===== src/rtl/bpu_pkg.sv =====
// Shared definitions for the branch predictor: saturating counter update
// and the weakly-not-taken reset value, both parameterised on counter width.
package bpu_pkg;

   // Widest counter the helpers below support.
   localparam int unsigned CTR_MAX_W = 16;

   function automatic logic [CTR_MAX_W-1:0] wnt_value(input int unsigned w);
      if (w <= 1) return '0;
      return CTR_MAX_W'((1 << (w - 1)) - 1);
   endfunction

   function automatic logic [CTR_MAX_W-1:0] ctr_update(
      input logic [CTR_MAX_W-1:0] ctr,
      input logic                 taken,
      input int unsigned          w
   );
      logic [CTR_MAX_W-1:0] max_v;
      max_v = CTR_MAX_W'((1 << w) - 1);
      if (taken) return (ctr >= max_v) ? max_v : ctr + CTR_MAX_W'(1);
      return (ctr == '0) ? '0 : ctr - CTR_MAX_W'(1);
   endfunction

endpackage


===== src/rtl/bpu_pht.sv =====
// Pattern history table: one combinational read port, one update port that
// applies the saturating counter step. A same-cycle read sees the old value.
module bpu_pht
   import bpu_pkg::*;
#(
   parameter int ENTRIES = 16,
   parameter int CTR_W   = 2,
   parameter int IDX_W   = $clog2(ENTRIES)
) (
   input  logic             clk,
   input  logic             rst_n,
   input  logic [IDX_W-1:0] rd_idx,
   output logic [CTR_W-1:0] rd_ctr,
   input  logic             wr_en,
   input  logic [IDX_W-1:0] wr_idx,
   input  logic             wr_taken
);

   localparam logic [CTR_W-1:0] WNT = CTR_W'(wnt_value(CTR_W));

   logic [CTR_W-1:0] pht_q [ENTRIES];

   always_ff @(posedge clk or negedge rst_n) begin
      if (!rst_n) begin
         for (int i = 0; i < ENTRIES; i++) pht_q[i] <= WNT;
      end else if (wr_en) begin
         pht_q[wr_idx] <= CTR_W'(ctr_update(CTR_MAX_W'(pht_q[wr_idx]), wr_taken, CTR_W));
      end
   end

   assign rd_ctr = pht_q[rd_idx];

endmodule


===== src/rtl/branch_predict_unit.sv =====
// Bimodal branch predictor: registered lookup path, registered resolution
// path producing the corrected PC and flush/success pulses, plus event counters.
module branch_predict_unit
   import bpu_pkg::*;
#(
   parameter int XLEN    = 64,
   parameter int ENTRIES = 16,
   parameter int CTR_W   = 2
) (
   input  logic            clk,
   input  logic            rst_n,
   input  logic            pred_valid,
   input  logic [XLEN-1:0] pred_pc,
   input  logic [XLEN-1:0] pred_offset,
   output logic            pred_out_valid,
   output logic            pred_taken,
   output logic [XLEN-1:0] pred_target,
   input  logic            res_valid,
   input  logic [XLEN-1:0] res_pc,
   input  logic [XLEN-1:0] res_offset,
   input  logic            res_taken,
   input  logic            res_pred_taken,
   output logic [XLEN-1:0] next_pc,
   output logic            flush,
   output logic            prediction_success,
   output logic [31:0]     stat_branches,
   output logic [31:0]     stat_mispredicts
);

   localparam int IDX_W = $clog2(ENTRIES);

   // Both request ports are valid-only (no backpressure): a request is
   // consumed on every rising edge where its valid is high, and the matching
   // result is presented for exactly the following cycle.

   logic [CTR_W-1:0] rd_ctr;
   logic             lookup_taken;
   logic [XLEN-1:0]  lookup_target;
   logic [XLEN-1:0]  resolved_pc;
   logic             mispredict;

   bpu_pht #(
      .ENTRIES (ENTRIES),
      .CTR_W   (CTR_W)
   ) u_pht (
      .clk      (clk),
      .rst_n    (rst_n),
      .rd_idx   (pred_pc[IDX_W+1:2]),
      .rd_ctr   (rd_ctr),
      .wr_en    (res_valid),
      .wr_idx   (res_pc[IDX_W+1:2]),
      .wr_taken (res_taken)
   );

   always_comb begin
      lookup_taken  = rd_ctr[CTR_W-1];
      lookup_target = lookup_taken ? (pred_pc + pred_offset) : (pred_pc + XLEN'(4));
      resolved_pc   = res_taken ? (res_pc + res_offset) : (res_pc + XLEN'(4));
      mispredict    = (res_taken != res_pred_taken);
   end

   always_ff @(posedge clk or negedge rst_n) begin
      if (!rst_n) begin
         pred_out_valid <= 1'b0;
         pred_taken     <= 1'b0;
         pred_target    <= '0;
      end else begin
         pred_out_valid <= pred_valid;
         if (pred_valid) begin
            pred_taken  <= lookup_taken;
            pred_target <= lookup_target;
         end
      end
   end

   always_ff @(posedge clk or negedge rst_n) begin
      if (!rst_n) begin
         next_pc            <= '0;
         flush              <= 1'b0;
         prediction_success <= 1'b0;
      end else begin
         flush              <= res_valid & mispredict;
         prediction_success <= res_valid & ~mispredict;
         if (res_valid) next_pc <= resolved_pc;
      end
   end

   // Counters stick at all-ones rather than wrapping.
   always_ff @(posedge clk or negedge rst_n) begin
      if (!rst_n) begin
         stat_branches    <= '0;
         stat_mispredicts <= '0;
      end else if (res_valid) begin
         if (stat_branches != '1) stat_branches <= stat_branches + 32'd1;
         if (mispredict && (stat_mispredicts != '1)) stat_mispredicts <= stat_mispredicts + 32'd1;
      end
   end

endmodule


===== config.mk =====
export PLATFORM = sky130hd
export DESIGN_NAME = branch_predict_unit
export DESIGN_NICKNAME = d
export VERILOG_FILES = /design/src/rtl/bpu_pkg.sv /design/src/rtl/bpu_pht.sv /design/src/rtl/branch_predict_unit.sv
export SDC_FILE = /design/constraint.sdc
export NUM_CORES = 1
export LEC_CHECK = 0
export ABC_AREA = 1
export BUFFER_PORTS_ARGS = -buffer_cell sky130_fd_sc_hd__buf_2
export CORE_ASPECT_RATIO = 0.75
export CORE_MARGIN = 4
export CORE_UTILIZATION = 28
export CTS_CLUSTER_SIZE = 25
export DETAILED_ROUTE_END_ITERATION = 12
export GPL_ROUTABILITY_DRIVEN = 0
export GPL_TIMING_DRIVEN = 0
export PLACE_DENSITY = 0.48
export SETUP_SLACK_MARGIN = 0.1
export SLEW_MARGIN = 20
export SYNTH_ARGS = -nofsm -noshare
export SYNTH_HDL_FRONTEND = slang
export SYNTH_SLANG_ARGS = --single-unit

===== constraint.sdc =====
create_clock -name clk -period 5.1 [get_ports clk]
set_clock_uncertainty 0.1 [all_clocks]
set_input_delay 1.02 -clock clk [delete_from_list [all_inputs] [get_ports clk]]
set_output_delay 1.02 -clock clk [all_outputs]
set_load 0.005 [all_outputs]

==> metrics.yaml, run 1 <==
floorplan:
  io_pins: 458
  start_util_pct: 28.32
  die_h_um: 269.1
  core_um2: 89860
  die_width_um: 356.1
  fp.dieArea_um2: 95830
  std_cell_rows: 95
clock_network:
  cts_made_buffers: 29
  clk_latency_ns: 0.61
  clockBufferDepth: 3
  path_clk_slew_ns: 0.06
  cts_sinks: 228
  h-tree-depth: 1
  root_buffer: "clkbuf_16"
  cts_tree: "done"
  post_cts_resized: 0
  holdBufCountCts: 0
  post_cts_buffers: 0
drt:
  vias: 30680
  routed_wl_mm: 130.9
  post-route-drc-count: 0
  drt_iter0_drc: 3915
  viasPerCell: 5.030
  drt_first_pass_iters: 6
  detail_route.wl_per_cell_um: 21.47
  drtAntennaViolNets: 0
timing:
  setup_viol: 0
  rsz0062_at_grt: "no"
  fmax_mhz: 297.3
  holdWs_ns: 0.3293
  period_share_pct: 65.96
  tns_ns: 0
  hold_viol: 0
  tightest_slew_ns: 1.181
  slew_headroom_pct: 21.29
  drv_slew: 0
  fin_crit_ns: 3.364
synth:
  ys_seq_area_share_pct: 22.50
  synth_area_leaders: "nand2_1 (22%), dfrtp_1 (21%), inv_1 (9.7%), nor2_1 (7.8%), a21oi_1 (6.9%)"
  synth_common_cells: "nand2_1 (1,462), inv_1 (659), nor2_1 (526), a21oi_1 (351), nand3_1 (245)"
  ys_warn_count: 0
  synth_compound_area_share_pct: 11.94
  yosys.area.top_type_share_pct: 21.56
  synth_xor_area_share_pct: 5.747
  synth.largest_area_cell: "nand2_1"
  synth-edff-count: 0
  syn_inst: 4373
  synthDistinctLibCells: 55
  synth_adder_area_share_pct: 6.696
  synth_top_family_by_area: "simple AND/OR/NAND/NOR gates"
  avgSynthCellArea_um2: 5.820
  async_flop_share_pct: 100.0
  syn_nets: 4770
  netlist_area_um2: 25450
  synthMuxAreaShare_pct: 0
  ys_seq_elements: 228
  synth.most_common_cell: "nand2_1"
  synth-simple-area-share_pct: 41.80
  synth_ff_type: "dfrtp_1"
placed_design:
  place_inst: 6043
  place_area_um2: 29310
  dp_hpwl_mm: 111.0
  port_buffers: 456
critical_path:
  endpoint_kind: "register"
  crit_family: "buffers and inverters"
  worstSetupPathType: "in -> reg"
  cp-start-kind: "input port"
  crit_fanout: 10
  arrival_ns: 3.79
  crit_required_ns: 5.52
  critical_path.cell_chain: "clkbuf_1 > inv_1 > clkbuf_1 > buf_1 > a21oi_1 > a21oi_1"
  slowest_delay_ns: 0.93
  cp_num_buf_inv: 4
  slowest_stage: "buf_1"
layout:
  drive_above_1_share_pct: 13.06
  finish.net_count: 5259
  layout.cells.non_filler: 6099
  final_cell_area_um2: 30290
  area_delta_synth_final_pct: 19.03
power:
  ir_drop_mv: 0.2224
  power_per_cell_area_nw_per_um2: 239.9
  power.leakage_nw: 16.22
run_status:
  status: "completed"
global_routing:
  grt-ovfl-total: 0
  grt_pass1_wl_mm: 186.5
  grt_antenna_before_repair: 3
  grt_max_degree: 82
  first_global_vias: 27470
  grt_usage_pct: 26.04
worst_hold_path:
  hold_class: "in -> async"
run:
  maxCapViolations: 0
-- power breakdown --
part | internal, mW | total (mW) | switching (mW) | leakage (nW)
combinational | 0.900 | 2.75 | 1.85 | 13.0
clock | 1.26 | 2.19 | 0.932 | 0.477
sequential | 2.10 | 2.32 | 0.218 | 2.71
total | 4.27 | 7.27 | 3.00 | 16.2
-- sequential cells by signal, indices dropped and copies added (netlist names) --
name	count
prediction_success	1
stat_mispredicts	32
pred_target	64
stat_branches	32
flush	1
u_pht.pht_q	32
pred_taken	1
next_pc	64
pred_out_valid	1
-- cell usage in the layout (no fill, tap or decap), types with 4 or more instances in the layout --
| cell type | instances |
|---|---|
| clkbuf_8 | 8 |
| or2_0 | 5 |
| nand3_1 | 245 |
| a31oi_1 | 11 |
| nor4_1 | 9 |
| dfstp_2 | 16 |
| nand4_1 | 66 |
| nor3_2 | 13 |
| nor3_1 | 93 |
| o21bai_1 | 19 |
| o21ai_1 | 36 |
| o21ai_2 | 8 |
| inv_1 | 659 |
| a21oi_1 | 351 |
| o221ai_1 | 4 |
| clkbuf_1 | 38 |
| buf_1 | 12 |
| o22ai_1 | 10 |
| nand3b_1 | 43 |
| dfrtp_1 | 212 |
| clkbuf_16 | 29 |
| or2_2 | 8 |
| ha_1 | 133 |
| nand2_2 | 10 |
| inv_2 | 18 |
| buf_2 | 466 |
| nand2_1 | 1462 |
| xor2_1 | 113 |
| nor3_4 | 4 |
| nor2_2 | 17 |
| buf_6 | 7 |
| o21ai_0 | 122 |
| xnor2_1 | 54 |
| nand3_2 | 4 |
| buf_4 | 6 |
| nor2_1 | 526 |
-- area by class of cell --
cell class | instances | area (um2)
Fill cell | 10340 | 59570
Multi-Input combinational cell | 3401 | 16840
Sequential cell | 228 | 5725
Inverter | 678 | 2545
Timing Repair Buffer | 458 | 2347
Tap cell | 1212 | 1516
Clock buffer | 45 | 865.8
Buffer | 66 | 336.6
Clock inverter | 9 | 108.9
Antenna cell | 2 | 5.005
-- routing by layer --
layer,routed length [um],track usage [%]
met1,62970,39.96
met4,2990,5.428
met5,13,0
met2,49400,35.19
met3,15580,7.845
-- final timing paths --
check | slack, ns | startpoint | depth (start not counted) | to
max | 1.74 | res_valid | 6 | next_pc[60]
min | 0.33 | rst_n | 1 | next_pc[7]
max reg2reg | 2.35 | u_pht.pht_q[25] | 11 | pred_target[53]
min reg2reg | 0.38 | u_pht.pht_q[6] | 2 | u_pht.pht_q[6]
max in group asynchronous | 3.62 | rst_n | 2 | flush
min in group clk | 0.38 | u_pht.pht_q[6] | 2 | u_pht.pht_q[6]
-- logic make-up (layout without fill, tap and decap cells) --
| logic type | Yosys count | after routing |
|---|---|---|
| AOI/OAI and AO/OA | 575 | 575 |
| xor gates and xnor gates | 167 | 167 |
| adders and majority gates | 135 | 135 |
| buffers and inverters | 744 | 1256 |
| DFF | 228 | 228 |
| other | 0 | 2 |
| and+or+nand+nor | 2524 | 2524 |
-- stage by stage --
step	setup slack [ns]	utilization [%]	power [mW]
global route	1.656	33.71	7.702
finish	1.736	33.71	7.269
global placement	-1.901	32.55	5.033
detailed placement	1.146	32.62	5.040
floorplan	2.280	-	3.812
CTS	1.809	33.71	7.288
(Power assumes the default switching activity.)
==> run 2: changes to the inputs <==
--- a/config.mk
+++ b/config.mk
@@ -5,7 +5,7 @@
 export SDC_FILE = /design/constraint.sdc
 export NUM_CORES = 1
 export LEC_CHECK = 0
-export ABC_AREA = 1
+export ABC_AREA = 0
 export BUFFER_PORTS_ARGS = -buffer_cell sky130_fd_sc_hd__buf_2
 export CORE_ASPECT_RATIO = 0.75
 export CORE_MARGIN = 4
@@ -14,7 +14,7 @@
 export DETAILED_ROUTE_END_ITERATION = 12
 export GPL_ROUTABILITY_DRIVEN = 0
 export GPL_TIMING_DRIVEN = 0
-export PLACE_DENSITY = 0.48
+export PLACE_DENSITY = 0.51
 export SETUP_SLACK_MARGIN = 0.1
 export SLEW_MARGIN = 20
 export SYNTH_ARGS = -nofsm -noshare
==> constraint.sdc (replaced) <==
create_clock -name clk -period 2.8 [get_ports clk]
set_clock_uncertainty 0.1 [all_clocks]
set_input_delay 0.56 -clock clk [delete_from_list [all_inputs] [get_ports clk]]
set_output_delay 0.56 -clock clk [all_outputs]
set_load 0.005 [all_outputs]
==> run 2 against run 1 <==
Effect of this change: the flow now finishes with violations (setup timing); cell area shrank 7.0%; power grew 100%; combinational power grew 110%; wire length shrank 35%; first-iteration DRC count shrank 58%; sequential power grew 93%; die area shrank 22%; global-route usage shrank 4.5 points; hold slack lost 0.21 ns; non-clock buffer count grew 210; register-to-register slack lost 2.2 ns.
==> metrics.yaml, run 2 <==
run_status:
  status: "complete, but fails checks"  # was completed
  failed_checks: "setup timing"
drt:
  detail_route.wl_per_cell_um: 21.14  # was 21.47 um
  drt_iter0_drc: 1649  # was 3,915
  drtAntennaViolNets: 0  # unchanged
  routed_wl_mm: 85.53  # was 130.9 mm
  post-route-drc-count: 0  # unchanged
  vias: 21070  # was 30,680
  viasPerCell: 5.207  # was 5.030
  drt_first_pass_iters: 8  # was 6
global_routing:
  grt_pass1_wl_mm: 125.7  # was 186.5 mm
  grt_max_degree: 86  # was 82
  grt_usage_pct: 21.55  # was 26.04%
  first_global_vias: 20130  # was 27,470
  grt_antenna_before_repair: 10  # was 3
  grt-ovfl-total: 0  # unchanged
timing:
  hold_viol: 0  # unchanged
  holdWs_ns: 0.1169  # was 0.3293 ns
  fin_crit_ns: 3.147
  tightest_slew_ns: 1.055  # was 1.181 ns
  final.setup.worst_slack_ns: -0.3474  # was 1.736 ns
  period_share_pct: 112.4
  slew_headroom_pct: 29.66  # was 21.29%
  fmax_mhz: 317.7
  rsz0062_at_grt: "yes"  # was no
  drv_slew: 0  # unchanged
  setup_viol: 45  # was 0
clock_network:
  clockBufferDepth: 3  # unchanged
  cts_made_buffers: 31  # was 29
  cts_tree: "done"  # unchanged
  root_buffer: "clkbuf_16"  # unchanged
  h-tree-depth: 1  # unchanged
  cts_sinks: 228  # unchanged
  path_clk_slew_ns: 0.06  # about the same
  clk_latency_ns: 0.61  # about the same
floorplan:
  fp.dieArea_um2: 75030  # was 95,830 um2
  core_um2: 70100  # was 89,860 um2
  die_h_um: 238.2  # was 269.1 um
  io_pins: 458  # unchanged
  die_width_um: 315.0  # was 356.1 um
  std_cell_rows: 84  # was 95
  start_util_pct: 28.23  # was 28.32%
critical_path:
  worstSetupPathDepth: 16  # was 6
  endpoint_kind: "register"  # unchanged
  crit_fanout: 3  # was 10
  slowest_delay_ns: 0.38  # was 0.93 ns
  worstSetupPathType: "in -> reg"  # unchanged
  cp-start-kind: "input port"  # unchanged
  critical_path.cell_chain: "buf_8 > ha_4 > fa_2 > a21o_1 > a221oi_4 > o21a_2 > o31a_1 > o31a_1 > buf_6 > o41ai_4 > buf_4 > a21boi_4 > o311ai_4 > o31ai_2 > xor2_1 > o221ai_2"  # was clkbuf_1 > inv_1 > clkbuf_1 > buf_1 > a21oi_1 > a21oi_1
  worstReg2RegStart: "u_pht.pht_q[5]"  # was u_pht.pht_q[25]
  cp_num_buf_inv: 3  # was 4
  crit_family: "compound AO/OA/AOI/OAI gates"  # was buffers and inverters
  rrSetupSlack_ns: 0.14  # was 2.35 ns
  crit_top_cell: "o31a_1"
  slowest_stage: "fa_2"  # was buf_1
  r2r_end: "pred_target[54]"  # was pred_target[53]
  worstRegToRegCells: 6  # was 11
  crit_required_ns: 3.17  # was 5.52 ns
  arrival_ns: 3.52  # was 3.79 ns
layout:
  layout.cells.non_filler: 4046  # was 6,099
  drive_above_1_share_pct: 34.58  # was 13.06%
  multi_input_comb_area_um2: 15440  # was 16,840 um2
  layout_commonest_cell: "buf_2"  # was nand2_1
  final_cell_area_um2: 28180  # was 30,290 um2
  fillerInstances: 7174  # was 10,340
  top_regs: "next_pc (64), pred_target (64)"  # unchanged
  seqCellArea_um2: 5727  # was 5725 um2
  finish.net_count: 3464  # was 5,259
  area_delta_synth_final_pct: 42.43  # was 19.03%
  layout.cells.most_common_list: "buf_2 (426), nor2_1 (251), a21oi_1 (242)"  # was nand2_1 (1,462), inv_1 (659), nor2_1 (526)
power:
  ir_drop_mv: 0.5454  # was 0.2224 mV
  power.leakage_nw: 12.48  # was 16.22 nW
  power.total_mw: 14.52  # was 7.269 mW
  power_per_cell_area_nw_per_um2: 515.0  # was 239.9 nW/um2
synth:
  synthDistinctLibCells: 79  # was 55
  avgSynthCellArea_um2: 8.140  # was 5.820 um2
  syn_nets: 2828  # was 4,770
  netlist_area_um2: 19790  # was 25,450 um2
  synth_area_leaders: "dfrtp_1 (27%), ha_1 (8.4%), a21oi_1 (7.3%), xor2_1 (6.5%), xnor2_1 (6.1%)"  # was nand2_1 (22%), dfrtp_1 (21%), inv_1 (9.7%), nor2_1 (7.8%), a21oi_1 (6.9%)
  synth_ff_type: "dfrtp_1"  # unchanged
  ys_seq_elements: 228  # unchanged
  synth-edff-count: 0  # unchanged
  ys_seq_area_share_pct: 28.93  # was 22.50%
  syn_inst: 2431  # was 4,373
  synth.largest_area_cell: "dfrtp_1"  # was nand2_1
  yosys.area.top_type_share_pct: 26.81  # was 21.56%
  synth.most_common_cell: "a21oi_1"  # was nand2_1
  async_flop_share_pct: 100.0  # unchanged
  synth_common_cells: "a21oi_1 (288), nor2_1 (267), nand2_1 (225), dfrtp_1 (212), xor2_1 (147)"  # was nand2_1 (1,462), inv_1 (659), nor2_1 (526), a21oi_1 (351), nand3_1 (245)
  ys_warn_count: 0  # unchanged
placed_design:
  place_area_um2: 23990  # was 29,310 um2
  dp_worst_setup_slack_ns: -1.558  # was 1.146 ns
  dp_hpwl_mm: 65.19  # was 111.0 mm
  place_inst: 3835  # was 6,043
  port_buffers: 456  # unchanged
run:
  maxCapViolations: 0  # unchanged
worst_hold_path:
  hold_class: "in -> reg"  # was in -> async
  min_path_cells: 3
  min_to: "next_pc[63]"
  hp-start: "res_pc[63]"
## run 2: report_power, final
part / switching (mW) / internal [mW]
Sequential: 0.462 / 4.01
Clock: 1.74 / 2.50
Combinational: 3.24 / 2.57
## run 2: what timing repair did
| action | in CTS | in global routing |
|---|---|---|
| hold buffers | 2 | 0 |
| hold endpoints to repair | 77 | 0 |
| pin swaps | 112 | 146 |
| buffers inserted | 92 | 65 |
| gates resized for setup | 225 | 256 |
| setup endpoints to repair | 131 | 107 |
## run 2: worst max-delay path by stage
stage | from | to | slack, ns
2_1_floorplan | res_pc[0] | next_pc[60] | -0.57
3_3_place_gp | rst_n | next_pc[47] | -3.54
3_5_place_dp | res_pc[2] | next_pc[61] | -1.56
4_1_cts | res_offset[0] | next_pc[60] | -0.30
5_1_grt | pred_pc[11] | pred_target[52] | -0.39
6_report | res_pc[0] | next_pc[60] | -0.35
## run 2: area by class of cell
| class | count | area share [%] |
|---|---|---|
| plain buffers | 122 | 2.375 |
| diodes | 9 | 0.07991 |
| repair buffers | 612 | 13.82 |
| clock buffers | 44 | 3.174 |
| flip-flops and latches | 228 | 20.32 |
| inverters | 50 | 0.6659 |
| clock inverters | 13 | 0.5905 |
| well taps | 946 | 4.200 |
| multi-input cells | 2022 | 54.78 |
## run 2: metrics by stage
stage	util (%)	TNS (ns)
global placement	34.12	-875.92
finish	40.20	-6.149
CTS	38.19	-3.531
floorplan	-	-11.06
global route	40.19	-9.954
detailed placement	34.22	-107.03
## run 2: worst register-to-register path, cell delays in order (launching register included)
cell and delay [ns]:
dfrtp_1 0.40, mux4_2 0.48, mux4_2 0.56, clkbuf_1 0.40
a31oi_1 0.31, o21ai_0 0.17, a2bb2oi_2 0.17
## run 2: layer usage
| layer | wire length [um] | track usage (%) | up-vias |
|---|---|---|---|
| li1 | - | - | 10050 |
| met5 | 32 | 0 | - |
| met4 | 2642 | 6.283 | 4 |
| met2 | 35750 | 31.34 | 753 |
| met1 | 40880 | 32.07 | 10140 |
| met3 | 6232 | 4.289 | 121 |
## run 2: cells by family after synthesis
group	after synthesis	share of synthesized area, %
AND/OR/NAND/NOR	833	19.75
flip-flops	228	28.93
multiplexers	68	4.673
adder cells (fa/ha/maj)	137	8.713
buffers and inverters	181	3.459
AO/OA/AOI/OAI	699	21.86
XOR/XNOR	285	12.61
